## config.mk

```make
export PLATFORM = sky130hd
export DESIGN_NAME = synth_voice_alloc
export DESIGN_NICKNAME = d
export VERILOG_FILES = /design/src/rtl/synth_voice_alloc.sv
export SDC_FILE = /design/constraint.sdc
export NUM_CORES = 1
export LEC_CHECK = 0
export CORE_ASPECT_RATIO = 1.75
export CORE_MARGIN = 5
export CORE_UTILIZATION = 50
export DETAILED_ROUTE_END_ITERATION = 12
export HOLD_SLACK_MARGIN = 0.03
export PLACE_DENSITY = 0.76
export SYNTH_ARGS = -nofsm -noshare
export SYNTH_HDL_FRONTEND = slang
export SYNTH_SLANG_ARGS = --single-unit
```

## constraint.sdc

```tcl
create_clock -name ctl_clk -period 2.7 [get_ports ctl_clk]
set_input_delay 0.54 -clock ctl_clk [delete_from_list [all_inputs] [get_ports ctl_clk]]
set_output_delay 0.54 -clock ctl_clk [all_outputs]
set_load 0.02 [all_outputs]
```

## src/rtl/synth_voice_alloc.sv

```systemverilog
// Polyphonic voice allocator: scans the units one per cycle, then assigns the
// note to the matching, free or oldest unit and drives the oscillator buses.
module synth_voice_alloc #(
  parameter int NUM_UNITS  = 4,
  parameter int FREQ_WIDTH = 16,
  parameter int NOTE_WIDTH = 7,
  parameter int AGE_WIDTH  = 8
) (
  input  logic                            ctl_clk,
  input  logic                            ctl_rst,
  input  logic                            ev_valid,
  output logic                            ev_ready,
  input  logic                            ev_on,
  input  logic [NOTE_WIDTH-1:0]           ev_note,
  input  logic [FREQ_WIDTH-1:0]           ev_freq,
  input  logic [1:0]                      ev_wave,
  input  logic                            all_off,
  output logic [FREQ_WIDTH*NUM_UNITS-1:0] freq_out,
  output logic [2*NUM_UNITS-1:0]          wave_type,
  output logic [NUM_UNITS-1:0]            voice_active,
  output logic                            steal_pulse,
  output logic                            drop_pulse
);

  localparam int IDX_W = (NUM_UNITS > 1) ? $clog2(NUM_UNITS) : 1;
  localparam logic [IDX_W-1:0]     LAST_IDX = IDX_W'(NUM_UNITS - 1);
  localparam logic [AGE_WIDTH-1:0] AGE_MAX  = {AGE_WIDTH{1'b1}};

  typedef enum logic [1:0] {IDLE = 2'd0, SCAN = 2'd1, COMMIT = 2'd2} state_t;

  state_t                 state_q, state_d;
  logic [IDX_W-1:0]       idx_q, idx_d;
  logic                   ev_is_on_q, ev_is_on_d;
  logic [NOTE_WIDTH-1:0]  ev_note_q, ev_note_d;
  logic [FREQ_WIDTH-1:0]  ev_freq_q, ev_freq_d;
  logic [1:0]             ev_wave_q, ev_wave_d;
  logic                   match_hit_q, match_hit_d, free_hit_q, free_hit_d, old_hit_q, old_hit_d;
  logic [IDX_W-1:0]       match_idx_q, match_idx_d, free_idx_q, free_idx_d, old_idx_q, old_idx_d;
  logic [AGE_WIDTH-1:0]   old_age_q, old_age_d;
  logic [FREQ_WIDTH-1:0]  freq_q [NUM_UNITS];
  logic [FREQ_WIDTH-1:0]  freq_d [NUM_UNITS];
  logic [1:0]             wave_q [NUM_UNITS];
  logic [1:0]             wave_d [NUM_UNITS];
  logic [NOTE_WIDTH-1:0]  note_q [NUM_UNITS];
  logic [NOTE_WIDTH-1:0]  note_d [NUM_UNITS];
  logic [AGE_WIDTH-1:0]   age_q  [NUM_UNITS];
  logic [AGE_WIDTH-1:0]   age_d  [NUM_UNITS];
  logic [NUM_UNITS-1:0]   active_q, active_d;
  logic                   ev_ready_q, ev_ready_d, steal_q, steal_d, drop_q, drop_d;
  logic [IDX_W-1:0]       tgt_s;

  always_ff @(posedge ctl_clk or negedge ctl_rst) begin
    if (!ctl_rst) state_q <= IDLE;
    else          state_q <= state_d;
  end

  always_comb begin
    state_d = state_q;
    if (all_off) begin
      state_d = IDLE;
    end else begin
      case (state_q)
        IDLE:    if (ev_valid && ev_ready_q) state_d = SCAN; else state_d = IDLE;
        SCAN:    if (idx_q == LAST_IDX) state_d = COMMIT; else state_d = SCAN;
        COMMIT:  state_d = IDLE;
        default: state_d = IDLE;
      endcase
    end
  end

  // Note-on target priority: retrigger a matching voice, else a free one, else steal the oldest.
  always_comb begin
    if (match_hit_q)     tgt_s = match_idx_q;
    else if (free_hit_q) tgt_s = free_idx_q;
    else                 tgt_s = old_idx_q;
  end

  always_comb begin
    idx_d       = idx_q;
    ev_is_on_d  = ev_is_on_q;
    ev_note_d   = ev_note_q;
    ev_freq_d   = ev_freq_q;
    ev_wave_d   = ev_wave_q;
    match_hit_d = match_hit_q;
    match_idx_d = match_idx_q;
    free_hit_d  = free_hit_q;
    free_idx_d  = free_idx_q;
    old_hit_d   = old_hit_q;
    old_idx_d   = old_idx_q;
    old_age_d   = old_age_q;
    freq_d      = freq_q;
    wave_d      = wave_q;
    note_d      = note_q;
    age_d       = age_q;
    active_d    = active_q;
    ev_ready_d  = ev_ready_q;
    steal_d     = 1'b0;
    drop_d      = 1'b0;
    if (all_off) begin
      for (int i = 0; i < NUM_UNITS; i++) begin
        freq_d[i] = '0;
        age_d[i]  = '0;
      end
      active_d   = '0;
      ev_ready_d = 1'b1;
    end else begin
      case (state_q)
        IDLE: begin
          ev_ready_d = 1'b1;
          if (ev_valid && ev_ready_q) begin
            // A zero-frequency note-on is handled as a release of that note.
            ev_is_on_d  = ev_on && (ev_freq != '0);
            ev_note_d   = ev_note;
            ev_freq_d   = ev_freq;
            ev_wave_d   = ev_wave;
            ev_ready_d  = 1'b0;
            idx_d       = '0;
            match_hit_d = 1'b0;
            free_hit_d  = 1'b0;
            old_hit_d   = 1'b0;
            old_age_d   = '0;
          end else begin
            idx_d = idx_q;
          end
        end
        SCAN: begin
          if (active_q[idx_q] && !match_hit_q && (note_q[idx_q] == ev_note_q)) begin
            match_hit_d = 1'b1;
            match_idx_d = idx_q;
          end else begin
            match_hit_d = match_hit_q;
          end
          if (!active_q[idx_q] && !free_hit_q) begin
            free_hit_d = 1'b1;
            free_idx_d = idx_q;
          end else begin
            free_hit_d = free_hit_q;
          end
          if (active_q[idx_q] && (!old_hit_q || (age_q[idx_q] > old_age_q))) begin
            old_hit_d = 1'b1;
            old_idx_d = idx_q;
            old_age_d = age_q[idx_q];
          end else begin
            old_hit_d = old_hit_q;
          end
          idx_d = idx_q + IDX_W'(1);
        end
        COMMIT: begin
          ev_ready_d = 1'b1;
          if (ev_is_on_q) begin
            for (int i = 0; i < NUM_UNITS; i++) begin
              if (IDX_W'(i) == tgt_s) begin
                freq_d[i]   = ev_freq_q;
                wave_d[i]   = ev_wave_q;
                note_d[i]   = ev_note_q;
                age_d[i]    = '0;
                active_d[i] = 1'b1;
              end else if (active_q[i] && (age_q[i] != AGE_MAX)) begin
                age_d[i] = age_q[i] + AGE_WIDTH'(1);
              end else begin
                age_d[i] = age_q[i];
              end
            end
            steal_d = !match_hit_q && !free_hit_q;
          end else if (match_hit_q) begin
            freq_d[match_idx_q]   = '0;
            age_d[match_idx_q]    = '0;
            active_d[match_idx_q] = 1'b0;
          end else begin
            drop_d = 1'b1;
          end
        end
        default: ev_ready_d = 1'b0;
      endcase
    end
  end

  always_ff @(posedge ctl_clk or negedge ctl_rst) begin
    if (!ctl_rst) begin
      idx_q       <= '0;
      ev_is_on_q  <= 1'b0;
      ev_note_q   <= '0;
      ev_freq_q   <= '0;
      ev_wave_q   <= '0;
      match_hit_q <= 1'b0;
      match_idx_q <= '0;
      free_hit_q  <= 1'b0;
      free_idx_q  <= '0;
      old_hit_q   <= 1'b0;
      old_idx_q   <= '0;
      old_age_q   <= '0;
      for (int i = 0; i < NUM_UNITS; i++) begin
        freq_q[i] <= '0;
        wave_q[i] <= '0;
        note_q[i] <= '0;
        age_q[i]  <= '0;
      end
      active_q    <= '0;
      ev_ready_q  <= 1'b0;
      steal_q     <= 1'b0;
      drop_q      <= 1'b0;
    end else begin
      idx_q       <= idx_d;
      ev_is_on_q  <= ev_is_on_d;
      ev_note_q   <= ev_note_d;
      ev_freq_q   <= ev_freq_d;
      ev_wave_q   <= ev_wave_d;
      match_hit_q <= match_hit_d;
      match_idx_q <= match_idx_d;
      free_hit_q  <= free_hit_d;
      free_idx_q  <= free_idx_d;
      old_hit_q   <= old_hit_d;
      old_idx_q   <= old_idx_d;
      old_age_q   <= old_age_d;
      freq_q      <= freq_d;
      wave_q      <= wave_d;
      note_q      <= note_d;
      age_q       <= age_d;
      active_q    <= active_d;
      ev_ready_q  <= ev_ready_d;
      steal_q     <= steal_d;
      drop_q      <= drop_d;
    end
  end

  always_comb begin
    freq_out  = '0;
    wave_type = '0;
    for (int i = 0; i < NUM_UNITS; i++) begin
      freq_out[FREQ_WIDTH*i +: FREQ_WIDTH] = freq_q[i];
      wave_type[2*i +: 2]                  = wave_q[i];
    end
  end

  assign ev_ready     = ev_ready_q;
  assign voice_active = active_q;
  assign steal_pulse  = steal_q;
  assign drop_pulse   = drop_q;

endmodule

```

==> impl_metrics.toml <==
[pwr]
power_mw = 7.91
clkPwrFrac_pct = 31.2
sequentialPowerShare_pct = 43.7
pwr-share-comb_pct = 25.1
switchingPower_mw = 2.53
p_sw_share_pct = 31.9
p_per_area_nw_per_um2 = 743
power_leakage_nw = 4.74
ir_worst_vdd_mv = 0.382
p_int_mw = 5.38

[die]
dieArea_um2 = 19500
ios = 109
fp.dieW_um = 108
std_cell_rows = 62
start_util_pct = 50.9
core_area_um2 = 16400
fp.dieH_um = 181

[placement]
place_inst = 1085
dp_hpwl_um = 15100
place.gp.congestion = 0.875
portBuffers = 108

[clock_network]
htreeDepth = 4
cts_made_buffers = 17
clockRootBuffer = "clkbuf_16"
holdBufCountCts = 0
clkSinkCount = 186
tritoncts = "yes"
insertion_delay_ns = 0.43
clkSlewWorstSetupHoldPaths_ns = 0.07
clock_tree.buffer_depth = 2

[timing]
tightestPinTransition_ns = 0.558
finalHoldViolCount = 0
setup-tns-final_ns = 0
slew_headroom_pct = 62.5
setup_viol = 0
skew_ns = 0.0139
slew_viol_final = 0
fin_crit_sh_pct = 97.6
hold_slack_ns = 0.0584
rsz0062_at_grt = "false"
max_freq_mhz = 380
fin_crit_ns = 2.63

[synth]
synthCells = 737
syn-cell-area_um2 = 8360
synth_edf_count = 0
ys.flop_type = "dfrtp_1"
synth_warnings = 0
ys_ff_latch = 186
synthArstFlopShare_pct = 100
ys_types = 59
syn_nets = 780
ys_seq_area_share_pct = 55.6
postSynthAreaPerCell_um2 = 11.3

[layout]
layout.area.seq_um2 = 4660
drive_gt1_share_pct = 20.2
area_growth_syn_to_layout_pct = 27.2
diodes = 0
fin_nets = 927
final_cell_count_no_fill = 1120
fill_cells = 1302
multi_input_area_um2 = 3580

[routing]
postRouteAntennaNets = 0
drt_iter0_drc = 244
firstDrtPassIters = 5
viasPerCell = 5.67
routedWlPerCell_um = 18.3
vias = 6347
drcViolationCount = 0
routed_wirelength_um = 20500

[critical_path]
cp-start-kind = "flip-flop"
path_class = "flip-flop to flip-flop"
crit_required_ns = 3.01
cp_data_arrival_time_ns = 2.94
reg2reg_depth = 8
cp_max_fo = 6
cp-end-kind = "flip-flop"

[grt]
grt.total_usage_pct = 21.9
overflow = 0
grt_pass1_vias = 6534
antenna_found_initial = 0
grt_pass1_wl_um = 33400
grt_max_degree = 54

[run]
cap_violations = 0

[hold_path]
hold_class = "input pin to asynchronous set/reset pin"

[status]
status = "finished, final reports clean"
==> synthesized netlist by cell type, drive strengths merged, types with 4 or more instances <==
cell / number / area, µm²
buf: 13 / 66.3
dfrtp: 186 / 4650
o211ai: 6 / 50.1
mux2: 68 / 766
and3: 9 / 56.3
o31ai: 6 / 45.0
clkbuf: 14 / 52.6
nand2: 111 / 417
a21oi: 15 / 75.1
mux2i: 11 / 110
nor2: 26 / 105
inv: 14 / 52.6
nor3: 10 / 95.1
ha: 13 / 163
nor4: 7 / 43.8
o21ai: 116 / 596
xnor2: 10 / 87.6
nor2b: 4 / 25.0
nand2b: 9 / 56.3
nand3: 14 / 70.1
o21a: 5 / 37.5
a22o: 12 / 105
a21o: 8 / 60.1
mux4: 12 / 270
==> cells by family after synthesis <==
family | synth area share (%)
AO/OA/AOI/OAI | 13.6
buffers and inverters | 2.05
AND/OR/NAND/NOR | 11.8
adder cells (fa/ha/maj) | 1.94
flip-flops | 55.6
XOR/XNOR | 1.26
multiplexers | 13.7
==> cell type report <==
cell class	count	share of cell area (%)
multi-input combinational	510	33.7
tap	224	2.63
timing repair buffer	155	14.0
clock inverter	13	1.45
sequential	186	43.8
clock buffer	18	4.03
inverter	14	0.494
==> what timing repair did <==
| action | in CTS | in global routing |
|---|---|---|
| pin swaps | 0 | 2 |
| endpoints found under the setup margin | 11 | 9 |
| resized for setup | 2 | 3 |
| buffers inserted | 2 | 2 |
==> layout by cell type (no fill, tap or decap), types with 2 or more instances in the layout <==
master	instances
nand2_1	111
o21ai_1	6
mux2_1	2
nand2b_1	9
nor2_1	25
and3_1	9
buf_12	4
nor2b_1	4
ha_1	12
inv_1	14
inv_8	5
clkdlybuf4s50_1	107
buf_4	42
mux4_2	12
o21ai_0	106
nor3_1	6
buf_6	2
o311ai_2	2
a21oi_1	14
a22o_1	12
or2_2	3
clkbuf_16	17
nor3_4	4
clkinv_4	5
nand3b_1	2
o211ai_1	5
nand3_1	14
o21a_1	5
nand4_1	3
a21o_1	8
dfrtp_1	185
a31oi_1	3
and2_1	3
mux2i_1	11
o21ai_2	4
xor2_1	2
xnor2_1	10
mux2_2	66
o31ai_1	6
nor4_1	7
==> registers in the layout (all words and copies together), names as in the netlist <==
signal	cells
age_q	32
drop_pulse	1
ev_freq_q	16
ev_is_on_q	1
ev_note_q	7
ev_ready	1
ev_wave_q	2
free_hit_q	1
free_idx_q	2
freq_out	64
idx_q	2
match_hit_q	1
match_idx_q	2
note_q	28
old_age_q	8
old_hit_q	1
old_idx_q	2
state_q	2
steal_pulse	1
voice_active	4
wave_type	8
==> metrics by stage <==
| stage | cell area (µm²) | setup slack [ns] | utilization, % |
|---|---|---|---|
| finish | 10600 | 0.0655 | 64.7 |
| detailed placement | 10000 | -0.100 | 60.8 |
| global placement | 10000 | -0.00833 | 60.8 |
| floorplan | 8390 | 0.0154 | - |
| global route | 10600 | 0.0198 | 64.7 |
| CTS | 10600 | 0.0360 | 64.5 |
==> worst max-delay path, stage by stage, from the launching register on <==
cell	delay (ns)
dfrtp_1	0.55
mux4_2	0.57
ha_1	0.33
nand4_1	0.11
or2_2	0.34
nand3_1	0.12
o22ai_2	0.09
buf_4	0.15
mux2_2	0.27
==> path summary, 6_finish.rpt <==
kind,end,startpoint,slack (ns)
worst max register to register,old_idx_q[1],idx_q[1],0.07
max in group asynchronous,note_q[14],ctl_rst,1.91
min in group ctl_clk,freq_out[21],freq_out[21],0.48
worst min register to register,freq_out[21],freq_out[21],0.48
worst max-delay path,old_idx_q[1],idx_q[1],0.07
worst min-delay path,note_q[17],ctl_rst,0.06
==> power groups by stage <==
stage               sequential, mW  combinational, mW  clock [mW]
detailed placement            3.51               1.96           0
CTS                           3.45               1.99        2.51
global placement              3.49               1.93           0
global route                  3.51               2.15        2.61
floorplan                     3.68              0.887           0
finish                        3.46               1.98        2.47
==> metal layers <==
| metal | GRT usage, % | share of wire, % | up-vias | routed length [µm] |
|---|---|---|---|---|
| met5 | 0 | 0 | - | 0 |
| met4 | 12.2 | 5.5 | 0 | 1120 |
| met3 | 3.46 | 4.6 | 64 | 942 |
| met2 | 39.4 | 53 | 207 | 10800 |
| met1 | 24.1 | 37 | 3125 | 7620 |
| li1 | - | - | 2951 | - |
(Power assumes the default switching activity.)
